`src/rtl/edf_ic_pkg.sv`:
```
// Shared types and config-word layout for the EDF interrupt gateway array.
package edf_ic_pkg;

    typedef enum logic [1:0] {
        CH_IDLE      = 2'd0,
        CH_PENDING   = 2'd1,
        CH_INSERVICE = 2'd2
    } ch_state_e;

    // Config word: [OffsetWidth-1:0] offset, then the control/status bits below.
    localparam int unsigned CfgOffsetMaxWidth = 24;
    localparam int unsigned CfgIpBit          = 24;
    localparam int unsigned CfgIeBit          = 25;
    localparam int unsigned CfgTrigBit        = 26;
    localparam int unsigned CfgStateLsb       = 27;
    localparam int unsigned CfgStateMsb       = 28;

endpackage

```
`src/rtl/edf_gateway_ch.sv`:
```
// One interrupt channel: gateway FSM, arrival timestamp and saturating deadline.
module edf_gateway_ch
    import edf_ic_pkg::*;
#(
    parameter int TsWidth     = 64,
    parameter int OffsetWidth = 24
) (
    input  logic                   clk_i,
    input  logic                   rst_i,
    input  logic [TsWidth-1:0]     mtime_i,
    input  logic                   irq_i,
    input  logic                   cfg_we_i,
    input  logic [OffsetWidth-1:0] cfg_offset_i,
    input  logic                   cfg_ip_i,
    input  logic                   cfg_ie_i,
    input  logic                   cfg_trig_i,
    input  logic                   claim_i,
    input  logic                   complete_i,
    output ch_state_e              state_o,
    output logic                   ie_o,
    output logic                   trig_o,
    output logic [OffsetWidth-1:0] offset_o,
    output logic [TsWidth-1:0]     deadline_o
);

    ch_state_e              state_q;
    logic [TsWidth-1:0]     ts_q;
    logic [OffsetWidth-1:0] offset_q;
    logic                   ie_q;
    logic                   trig_q;
    logic                   irq_q;
    logic                   pend_again_q;
    logic                   rise;
    logic                   trigger;
    logic                   pend_cond;
    logic [TsWidth:0]       dl_sum;

    assign rise      = irq_i & ~irq_q;
    assign trigger   = ie_q & (trig_q ? rise : irq_i);
    // An edge arriving in the completion cycle itself also counts as a re-pend.
    assign pend_cond = trig_q ? (pend_again_q | rise) : irq_i;

    assign dl_sum     = {1'b0, ts_q} + (TsWidth + 1)'(offset_q);
    assign deadline_o = dl_sum[TsWidth] ? '1 : dl_sum[TsWidth-1:0];

    assign state_o  = state_q;
    assign ie_o     = ie_q;
    assign trig_o   = trig_q;
    assign offset_o = offset_q;

    always_ff @(posedge clk_i or posedge rst_i) begin
        if (rst_i) begin
            state_q      <= CH_IDLE;
            ts_q         <= '0;
            offset_q     <= '0;
            ie_q         <= 1'b0;
            trig_q       <= 1'b0;
            irq_q        <= 1'b0;
            pend_again_q <= 1'b0;
        end else begin
            irq_q <= irq_i;
            if (cfg_we_i) begin
                offset_q <= cfg_offset_i;
                ie_q     <= cfg_ie_i;
                trig_q   <= cfg_trig_i;
            end
            case (state_q)
                CH_IDLE: begin
                    if ((cfg_we_i && cfg_ip_i) || trigger) begin
                        state_q <= CH_PENDING;
                        ts_q    <= mtime_i;
                    end
                end
                CH_PENDING: begin
                    if (claim_i) begin
                        state_q <= CH_INSERVICE;
                    end else if (cfg_we_i && !cfg_ip_i) begin
                        state_q <= CH_IDLE;
                    end
                end
                CH_INSERVICE: begin
                    if (complete_i) begin
                        pend_again_q <= 1'b0;
                        if (pend_cond) begin
                            state_q <= CH_PENDING;
                            ts_q    <= mtime_i;
                        end else begin
                            state_q <= CH_IDLE;
                        end
                    end else if (rise) begin
                        pend_again_q <= 1'b1;
                    end
                end
                default: state_q <= CH_IDLE;
            endcase
        end
    end

endmodule

```
`src/rtl/edf_gateway_array.sv`:
```
// Array of EDF interrupt gateways with config access and earliest-deadline selection.
// cfg_req_i, claim_i and complete_i are single-cycle strobes with no backpressure.
module edf_gateway_array
    import edf_ic_pkg::*;
#(
    parameter int NumCh       = 8,
    parameter int TsWidth     = 64,
    parameter int OffsetWidth = 24,
    localparam int IdWidth    = $clog2(NumCh)
) (
    input  logic               clk_i,
    input  logic               rst_i,
    input  logic [63:0]        mtime_i,
    input  logic [NumCh-1:0]   irq_i,
    input  logic               cfg_req_i,
    input  logic               cfg_we_i,
    input  logic [IdWidth-1:0] cfg_addr_i,
    input  logic [31:0]        cfg_wdata_i,
    output logic [31:0]        cfg_rdata_o,
    input  logic               claim_i,
    input  logic [IdWidth-1:0] claim_id_i,
    input  logic               complete_i,
    input  logic [IdWidth-1:0] complete_id_i,
    output logic [NumCh-1:0]   ip_o,
    output logic [NumCh-1:0]   is_o,
    output logic               best_valid_o,
    output logic [IdWidth-1:0] best_id_o,
    output logic [TsWidth-1:0] best_dl_o
);

    ch_state_e              state_a  [NumCh];
    logic                   ie_a     [NumCh];
    logic                   trig_a   [NumCh];
    logic [OffsetWidth-1:0] offset_a [NumCh];
    logic [TsWidth-1:0]     dl_a     [NumCh];

    logic                   sel_valid;
    logic [IdWidth-1:0]     sel_id;
    logic [TsWidth-1:0]     sel_dl;
    logic [31:0]            rd_word;
    logic                   unused_wdata;

    assign unused_wdata = ^cfg_wdata_i[31:27];

    for (genvar g = 0; g < NumCh; g++) begin : g_ch
        edf_gateway_ch #(
            .TsWidth     (TsWidth),
            .OffsetWidth (OffsetWidth)
        ) u_ch (
            .clk_i        (clk_i),
            .rst_i        (rst_i),
            .mtime_i      (mtime_i[TsWidth-1:0]),
            .irq_i        (irq_i[g]),
            .cfg_we_i     (cfg_req_i && cfg_we_i && (cfg_addr_i == IdWidth'(g))),
            .cfg_offset_i (cfg_wdata_i[OffsetWidth-1:0]),
            .cfg_ip_i     (cfg_wdata_i[CfgIpBit]),
            .cfg_ie_i     (cfg_wdata_i[CfgIeBit]),
            .cfg_trig_i   (cfg_wdata_i[CfgTrigBit]),
            .claim_i      (claim_i && (claim_id_i == IdWidth'(g))),
            .complete_i   (complete_i && (complete_id_i == IdWidth'(g))),
            .state_o      (state_a[g]),
            .ie_o         (ie_a[g]),
            .trig_o       (trig_a[g]),
            .offset_o     (offset_a[g]),
            .deadline_o   (dl_a[g])
        );
        assign ip_o[g] = (state_a[g] == CH_PENDING);
        assign is_o[g] = (state_a[g] == CH_INSERVICE);
    end

    // Strict less-than keeps the lowest index on equal deadlines.
    always_comb begin
        sel_valid = 1'b0;
        sel_id    = '0;
        sel_dl    = '0;
        for (int i = 0; i < NumCh; i++) begin
            if (state_a[i] == CH_PENDING && ie_a[i] && (!sel_valid || dl_a[i] < sel_dl)) begin
                sel_valid = 1'b1;
                sel_id    = IdWidth'(i);
                sel_dl    = dl_a[i];
            end
        end
    end

    always_comb begin
        rd_word = '0;
        for (int i = 0; i < NumCh; i++) begin
            if (cfg_addr_i == IdWidth'(i)) begin
                rd_word[OffsetWidth-1:0]           = offset_a[i];
                rd_word[CfgIpBit]                  = (state_a[i] == CH_PENDING);
                rd_word[CfgIeBit]                  = ie_a[i];
                rd_word[CfgTrigBit]                = trig_a[i];
                rd_word[CfgStateMsb:CfgStateLsb]   = state_a[i];
            end
        end
    end

    always_ff @(posedge clk_i or posedge rst_i) begin
        if (rst_i) begin
            best_valid_o <= 1'b0;
            best_id_o    <= '0;
            best_dl_o    <= '0;
            cfg_rdata_o  <= '0;
        end else begin
            best_valid_o <= sel_valid;
            best_id_o    <= sel_id;
            best_dl_o    <= sel_dl;
            if (cfg_req_i && !cfg_we_i) begin
                cfg_rdata_o <= rd_word;
            end
        end
    end

endmodule

```
`config.mk`:
```
export PLATFORM = sky130hd
export DESIGN_NAME = edf_gateway_array
export DESIGN_NICKNAME = d
export VERILOG_FILES = /design/src/rtl/edf_ic_pkg.sv /design/src/rtl/edf_gateway_ch.sv /design/src/rtl/edf_gateway_array.sv
export SDC_FILE = /design/constraint.sdc
export NUM_CORES = 2
export LEC_CHECK = 0
export ABC_AREA = 0
export BUFFER_PORTS_ARGS = -buffer_cell sky130_fd_sc_hd__clkbuf_2
export CORE_ASPECT_RATIO = 1.5
export CORE_MARGIN = 2
export CORE_UTILIZATION = 45
export CTS_CLUSTER_DIAMETER = 100
export DETAILED_ROUTE_END_ITERATION = 6
export PLACE_DENSITY_LB_ADDON = 0.2
export SLEW_MARGIN = 30
export SYNTH_ARGS = -nofsm -noshare
export SYNTH_HDL_FRONTEND = slang
export SYNTH_SLANG_ARGS = --single-unit
```
`constraint.sdc`:
```
create_clock -name clk_i -period 43.3 [get_ports clk_i]
set_input_delay 6.495 -clock clk_i [delete_from_list [all_inputs] [get_ports clk_i]]
set_output_delay 6.495 -clock clk_i [all_outputs]
set_load 0.02 [all_outputs]
```
## Word level (Yosys, flattened, before mapping)

Index checks and enable logic that the tools add are counted.

| operators by class | value |
|---|---|
| $lt $le $gt $ge | 7 |
| reduce and logical (&&, ||, !) cells | 132 |
| bitwise operators | 32 |
| equality and inequality tests | 69 |
| add/sub/neg operators | 8 |
| mux-type cells | 151 |

Operators by type and width:

| operator | number |
|---|---|
| 64-bit 2-to-1 mux | 40 |
| 64-bit case mux with 2 select lines | 8 |
| 64-bit by 24-bit adder with 65-bit output | 8 |
| 64-bit less-than comparator | 7 |
| 29-bit 2-to-1 mux | 8 |
| 2-bit 2-to-1 mux | 32 |
| 1-bit logical AND | 57 |
| 1-bit 2-to-1 mux | 49 |
| 2-bit by 1-bit != test with 1-bit output, second input constant | 24 |
| 2-bit case mux with 3 select lines | 8 |
| 3-bit equality test, second input constant | 12 |
| 4-bit AND reduction | 8 |
| 2-bit nonzero test | 16 |
| 3-bit by 1-bit != test with 1-bit output, second input constant | 8 |
| 3-bit AND reduction | 8 |
| 3-bit by 2-bit equality test with 1-bit output, second input constant | 6 |
| 3-bit 2-to-1 mux | 6 |
| 1-bit bitwise AND | 16 |
| 2-bit by 1-bit equality test with 1-bit output, second input constant | 8 |
| 2-bit equality test, second input constant | 8 |
| 2-bit logical NOT | 8 |
| 2-bit AND reduction | 8 |
| 1-bit logical OR | 15 |
| 3-bit by 1-bit equality test with 1-bit output, second input constant | 3 |
| other kinds (4) | 28 |

| storage, ports and cells | value |
|---|---|
| input bits | 119 |
| flip-flop bits (word level) | 849 |
| word-level logic and storage cells | 459 |

## Depth between registers and ports, before layout

| logic depth | value |
|---|---|
| word-level depth | 31 |
| depth in mapped cells | 119 |

## Hierarchy

A second synthesis with hierarchy kept.

| unflattened totals | value |
|---|---|
| cells, all modules | 7368 |
| area, all modules | 69837.0 µm² |

By module, submodules not included:

| module | sequential area each (µm²) | area an instance (µm²) | cells an instance | times used |
|---|---|---|---|---|
| edf_gateway_ch at g_ch[0].u_ch ... | 2352.3 | 5994.5 | 587 | 6 |
| edf_gateway_array | 2427.3 | 21585.7 | 2637 | 1 |
| edf_gateway_ch at g_ch[4].u_ch | 2352.3 | 6269.8 | 612 | 1 |
| edf_gateway_ch at g_ch[7].u_ch | 2352.3 | 6014.5 | 597 | 1 |

## Worst setup path before layout

No wires, ideal clock.

| timing path | value |
|---|---|
| kind | reg-to-reg |
| start | register g_ch[1].u_ch.ts_q[0] |
| end | register best_dl_o[23] |
| setup slack | 20.732 ns |
| cell stages (with the launch flop) | 110 |
| setup time | 0.133 ns |
| arrival | 22.435 ns |
| cells stage by stage | dfrtp_1 ha_1 fa_1 a211oi_1 o211ai_1 nand2_1 o21a_1 buf_2 a21o_1 clkbuf_1 clkbuf_1 clkbuf_1 o21ai_0 ha_1 nand3_1 nor3_1 nand4_1 nor3_1 (+74 left out) mux2_2 ha_1 a21o_1 a21o_1 a21o_1 a21o_1 a21oi_1 o21ai_0 a21oi_1 o221ai_1 or4b_2 and3b_1 a211o_1 buf_2 buf_4 buf_4 mux2i_1 a21oi_1 |

| on the way | value |
|---|---|
| cells in the longest elaborated chain, start to end | 30 |

RTL lines:

| what | line | text |
|---|---|---|
| start: declaration | edf_gateway_ch.sv:27 | `logic [TsWidth-1:0] ts_q;` |
| start signal: assignment | edf_gateway_ch.sv:71 | `ts_q <= mtime_i;` |
| start signal: assignment | edf_gateway_ch.sv:86 | `ts_q <= mtime_i;` |
| 64-bit by 24-bit adder with 65-bit output * | edf_gateway_ch.sv:43 | `assign dl_sum = {1'b0, ts_q} + (TsWidth + 1)'(offset_q);` |
| 64-bit 2-to-1 mux * | edf_gateway_ch.sv:44 | `assign deadline_o = dl_sum[TsWidth] ? '1 : dl_sum[TsWidth-1:0];` |
| 64-bit less-than comparator | edf_gateway_array.sv:77 | `if (state_a[i] == CH_PENDING && ie_a[i] && (!sel_valid \|\| dl_a[i] < sel_dl)) begin` |
| 1-bit logical OR | edf_gateway_array.sv:77 |  |
| 1-bit logical AND | edf_gateway_array.sv:77 |  |
| 64-bit 2-to-1 mux / 1-bit 2-to-1 mux (equally long branches) | edf_gateway_array.sv:77 |  |
| 64-bit less-than comparator / 1-bit logical NOT (equally long branches) | edf_gateway_array.sv:77 |  |
| 1-bit logical OR | edf_gateway_array.sv:77 |  |
| (+15 left out) | -- |  |
| 1-bit logical OR | edf_gateway_array.sv:77 |  |
| 1-bit logical AND | edf_gateway_array.sv:77 |  |
| 64-bit 2-to-1 mux / 1-bit 2-to-1 mux (equally long branches) | edf_gateway_array.sv:77 |  |
| 64-bit less-than comparator / 1-bit logical NOT (equally long branches) | edf_gateway_array.sv:77 |  |
| 1-bit logical OR | edf_gateway_array.sv:77 |  |
| 1-bit logical AND | edf_gateway_array.sv:77 |  |
| 64-bit 2-to-1 mux * | edf_gateway_array.sv:77 |  |
| named net sel_dl[23] | edf_gateway_array.sv:39 | `logic [TsWidth-1:0] sel_dl;` |
| end signal: assignment | edf_gateway_array.sv:107 | `best_dl_o <= sel_dl;` |
| end: declaration | edf_gateway_array.sv:28 | `output logic [TsWidth-1:0] best_dl_o` |

Mark *: on every way through the listed nets, which the timed path passes. The rest lies on a longest branch.
A chain may end at the register's enable or synchronous reset.

## Worst setup path in the final report

| timing path | value |
|---|---|
| start | register g_ch[0].u_ch.offset_q[3] |
| end | register best_dl_o[60] |

| on the way | value |
|---|---|
| cells in the longest elaborated chain, start to end | 31 |

RTL lines:

| what | line | text |
|---|---|---|
| start: declaration | edf_gateway_ch.sv:28 | `logic [OffsetWidth-1:0] offset_q;` |
| start signal: assignment | edf_gateway_ch.sv:63 | `offset_q <= cfg_offset_i;` |
| 64-bit by 24-bit adder with 65-bit output * | edf_gateway_ch.sv:43 |  |
| 64-bit 2-to-1 mux * | edf_gateway_ch.sv:44 |  |
| 64-bit 2-to-1 mux * | edf_gateway_array.sv:77 |  |
| 64-bit less-than comparator | edf_gateway_array.sv:77 |  |
| 1-bit logical OR | edf_gateway_array.sv:77 |  |
| 1-bit logical AND | edf_gateway_array.sv:77 |  |
| 64-bit 2-to-1 mux / 1-bit 2-to-1 mux (equally long branches) | edf_gateway_array.sv:77 |  |
| 64-bit less-than comparator / 1-bit logical NOT (equally long branches) | edf_gateway_array.sv:77 |  |
| (+16 left out) | -- |  |
| 1-bit logical OR | edf_gateway_array.sv:77 |  |
| 1-bit logical AND | edf_gateway_array.sv:77 |  |
| 64-bit 2-to-1 mux / 1-bit 2-to-1 mux (equally long branches) | edf_gateway_array.sv:77 |  |
| 64-bit less-than comparator / 1-bit logical NOT (equally long branches) | edf_gateway_array.sv:77 |  |
| 1-bit logical OR | edf_gateway_array.sv:77 |  |
| 1-bit logical AND | edf_gateway_array.sv:77 |  |
| 64-bit 2-to-1 mux * | edf_gateway_array.sv:77 |  |
| named net sel_dl[60] | edf_gateway_array.sv:39 |  |

Marks and branches as above.

==> flow_results.org <==
** Yosys
- Synth Area in Compound Gates :: 16.14%
- Dominant combinational cell family by area after synthesis :: multiplexers
- After Yosys synthesis, full adders, half adders and majority gates account for 11.79% of the synthesized area.
- Of the total synthesized cell area, the portion taken by AND, OR, NAND and NOR gates is 16.66%.
- After synthesis, the share of flip-flops with an asynchronous set or reset is 100.0%.
- After synthesis the cells add up to 0.06855 sq mm.
- Of the post-synthesis cell area, the part taken by muxes is 16.70%.
- Most repeated cell in the gate-level netlist after synthesis :: sky130_fd_sc_hd__dfrtp_1
- Mean area per synthesized cell :: 9.152 sq um
- Number of instances in the synthesized netlist :: 7,490
- Counting distinct cell types in the post-synthesis netlist gives roughly 100.
- FF+latch count, synth :: ~850
- Parity-gate share of the synthesized area counting xor and xnor cells :: 3.718%
- Most area-hungry cell type in the Yosys netlist :: sky130_fd_sc_hd__dfrtp_1
- The most used flip-flop cell after synthesis is sky130_fd_sc_hd__dfrtp_1.
- Sequential cell area fraction in the yosys report :: between 30% and 40%
- Count of flip-flops with a built-in enable after synthesis :: 0
- Fraction of post-synthesis cell area in the top cell type by area :: 30.99%
- Yosys attributes the largest share of cell area to sky130_fd_sc_hd__dfrtp_1, sky130_fd_sc_hd__mux2_2, sky130_fd_sc_hd__ha_1.
- Top cell types by occurrence after synthesis :: sky130_fd_sc_hd__dfrtp_1, sky130_fd_sc_hd__nand2_1, sky130_fd_sc_hd__mux2_2
- During synthesis, Yosys emitted a total of 0 warnings.

** Clocking
- The H-tree was split into 3 levels.
- In this run the post-CTS setup repair buffer count came out at 0.
- The later pin in the worst-skew pair is clocked with a latency of 0.77 ns.
- In this run the deepest clock path goes through 3 buffers.
- Number of clock buffers inserted by TritonCTS :: between 90 and 100
- # hold bufs at CTS :: 0
- The tree built by TritonCTS fans out to 849 sinks.
- Post-CTS repair changed the size of 0 cells.
- Register clock-pin slew on the reported worst setup and hold paths :: 0.07 ns
- Clock Tree Root :: sky130_fd_sc_hd__clkbuf_16
- TritonCTS built the clock tree.

** Layout
- Fill cell instance count of the final layout :: 14,480
- The finished layout holds 9,717 standard cells, fillers aside.
- Number of nets at the end of the flow :: around 8,400
- Area growth from synthesis to final layout :: 9.929%
- Layout cell share with drive strength beyond 1 :: 18.00%

** Critical path
- Of all nets on the critical path, the largest fanout is 59.
- For this run, the slowest stage of the critical path takes 0.83 ns.
- Nature of the critical path endpoint :: register
- Reg-to-reg slack, setup :: 9.08 ns
- For this design, the slowest cell found on the critical path is sky130_fd_sc_hd__buf_4.
- Data on the critical path arrives at its endpoint at 34.79 ns.
- Startpoint Class :: register
- The worst register-to-register path ends at best_dl_o[60].
- Counting cells, the worst reg-to-reg path comes to 94.
- Worst endpoint required time :: 43.88 ns
- The startpoint identified for the worst register-to-register timing path is g_ch[0].u_ch.offset_o[3].
- Most prevalent standard cell on the critical path :: sky130_fd_sc_hd__buf_4
- Category of the most critical setup path :: register to register

** Drt
- For this block, the initial DRC count from the detailed router was 4,586.
- After detailed routing, the total wire length is 261,700 um.
- The count of nets left with antenna violations once routing finished came out at 0.
- Residual DRC count :: 0
- Before antenna repair, the detailed router went through 7 iterations.
- The routed layout has 60,090 vias.
- Average wire per cell in the routed design :: around 27 um
- Via/cell ratio :: slightly above 6

** STA
- Slew Limit Fails :: 0
- Setup repair after global routing left no endpoint under its margin.
- Hold timing on the final database bottoms out at a slack of 0.4838 ns.
- Number of hold-slack violations in the final timing report :: 0
- On the final layout, the worst clock skew is 0.04724 ns.
- The worst path uses between 70% and 80% of the clock period.
- Headroom to the max-slew limit came out at between 30% and 40%.
- Achievable Freq :: 29.23 MHz
- Final worst-path setup slack :: ~9.1 ns
- Setup TNS after final layout :: 0 ns
- Tightest Pin Transition :: 1.018 ns
- Setup violations remaining at the end of the flow were counted as 0.
- After layout, the minimum clock period comes to 34.22 ns.

** Placement
- RePlAce Congestion :: 0.9711
- Total placed cells including tap cells :: approximately 9,500
- Total half-perimeter wirelength after legalization and detailed placement :: about 210,000 um
- Prior to clock tree synthesis, the placed netlist has a worst setup slack of around 9.6 ns.
- Total of buffers placed on input and output ports :: 226

** Global route
- The total overflow left after global routing is 0.
- The first global-routing pass estimated 379,500 um of wire.
- Overall track demand over capacity in global routing :: between 30% and 40%
- The via count of the first global-routing pass came to 58,420.
- Maximum number of pins on one net before global-route repair :: 156
- Antenna violations before repair :: 17

** Power
- Dividing total power by cell area gives a power density of 95.96 mW/mm^2.
- Total power :: 7.231 mW
- Leakage power :: 33.89 nW
- Peak VDD IR :: 0.05199 mV

** Hold path
- The worst hold path belongs to the class register to register.
- WHS Endpoint :: cfg_rdata_o[1]
- Hold path startpoint :: cfg_rdata_o[1]
- Along the worst hold path, the cell count comes to 2.

** Floorplan
- The die is 322.7 um wide.
- Measured along the y axis, the die boundary spans 482.0 um.
- The core region is 0.1515 sq mm.
- The floorplan step defined a die boundary enclosing 0.1555 sq mm.
- Pin placement for this block handled 235 I/O pins.
- The initial utilization of the core area, before any placement, comes to 45.24%.
- Placement row count :: 175

** Run
- Number of max-cap violations :: 0

** Outcome
- Run status :: completed
==> cell usage in the layout (no fill, tap or decap), types with 67 or more instances in the layout <==
cell type / instances
sky130_fd_sc_hd__nand3_1: 273
sky130_fd_sc_hd__mux2i_1: 230
sky130_fd_sc_hd__and3_1: 112
sky130_fd_sc_hd__inv_1: 378
sky130_fd_sc_hd__a31oi_1: 82
sky130_fd_sc_hd__clkbuf_16: 94
sky130_fd_sc_hd__ha_1: 633
sky130_fd_sc_hd__nand2_1: 826
sky130_fd_sc_hd__a21oi_1: 415
sky130_fd_sc_hd__o21ai_0: 375
sky130_fd_sc_hd__a21o_1: 175
sky130_fd_sc_hd__xnor2_1: 140
sky130_fd_sc_hd__clkbuf_2: 224
sky130_fd_sc_hd__mux2_2: 728
sky130_fd_sc_hd__dfrtp_1: 849
sky130_fd_sc_hd__nor2b_1: 76
sky130_fd_sc_hd__nor2_1: 336
sky130_fd_sc_hd__buf_4: 76
sky130_fd_sc_hd__and2_1: 67
sky130_fd_sc_hd__xor2_1: 151
sky130_fd_sc_hd__nor3_1: 127
sky130_fd_sc_hd__o21a_1: 114
sky130_fd_sc_hd__a211oi_1: 84
sky130_fd_sc_hd__nand4_1: 182
==> metrics by stage <==
step,utilization [%],instance area [sq um]
after floorplan,-,68560
after global placement,47.36,71760
after detailed placement,47.39,71810
after CTS,49.64,75220
after global routing,49.72,75340
final,49.73,75360
==> registers in the layout, indices dropped and copies added, names as in the netlist <==
name                    cells
g_ch.u_ch.ie_o              8
g_ch.u_ch.trig_o            8
cfg_rdata_o                29
g_ch.u_ch.irq_q             8
best_valid_o                1
g_ch.u_ch.state_o          16
best_dl_o                  64
best_id_o                   3
g_ch.u_ch.ts_q            512
g_ch.u_ch.offset_o        192
g_ch.u_ch.pend_again_q      8
==> per-layer routing <==
| metal | wire [um] | track usage (%) | vias to the layer above |
|---|---|---|---|
| li1 | - | - | 27740 |
| met1 | 93280 | 35.36 | 29320 |
| met2 | 127300 | 56.81 | 2148 |
| met3 | 11660 | 3.714 | 869 |
| met4 | 29390 | 31.92 | 20 |
| met5 | 138 | 0 | - |
==> cell families after synthesis <==
group                      count (synthesis)
other                                      1
AOI/OAI and AO/OA                       1688
and+or+nand+nor                         2330
DFF                                      849
buffers and inverters                    688
adders and majority gates                641
xor gates and xnor gates                 291
muxes                                   1002
==> final cells by class <==
cell class                 count  area [sq um]  share of cell area (%)
clock inverter                51         755.7                   1.003
sequential                   849         21250                   28.19
clock buffer                 124          2655                   3.523
timing repair buffer         313          1896                   2.515
inverter                     381          1443                   1.914
multi-input combinational   5955         44790                   59.44
antenna                        9         22.52                 0.02989
tap                         2035          2546                   3.379
==> power by group <==
part	internal, mW	leakage [nW]	switching [mW]
Combinational	1.97	22.0	2.87
Sequential	1.14	10.3	0.355
Clock	0.515	1.64	0.386
Total	3.62	33.9	3.61
==> worst max-delay path: cells and delay by family (launching register included) <==
family / cells / cell delay, ns
buffers and inverters: 13 / 5.45
adder cells (fa/ha/maj): 8 / 2.67
AO/OA/AOI/OAI: 38 / 11.91
AND/OR/NAND/NOR: 32 / 11.56
flip-flops: 1 / 0.52
multiplexers: 3 / 1.55
==> how the worst max path moves through the flow <==
| stage | cells past startpoint | from | endpoint |
|---|---|---|---|
| after global routing | 97 | g_ch[0].u_ch.offset_o[3] | best_dl_o[60] |
| after CTS | 97 | g_ch[0].u_ch.offset_o[3] | best_dl_o[60] |
| after floorplan | 1 | rst_i | best_dl_o[0] |
| after global placement | 98 | g_ch[0].u_ch.offset_o[0] | best_dl_o[61] |
| after detailed placement | 97 | g_ch[0].u_ch.offset_o[0] | best_dl_o[60] |
| final | 94 | g_ch[0].u_ch.offset_o[3] | best_dl_o[60] |
Power figures use the tool's default switching activity.
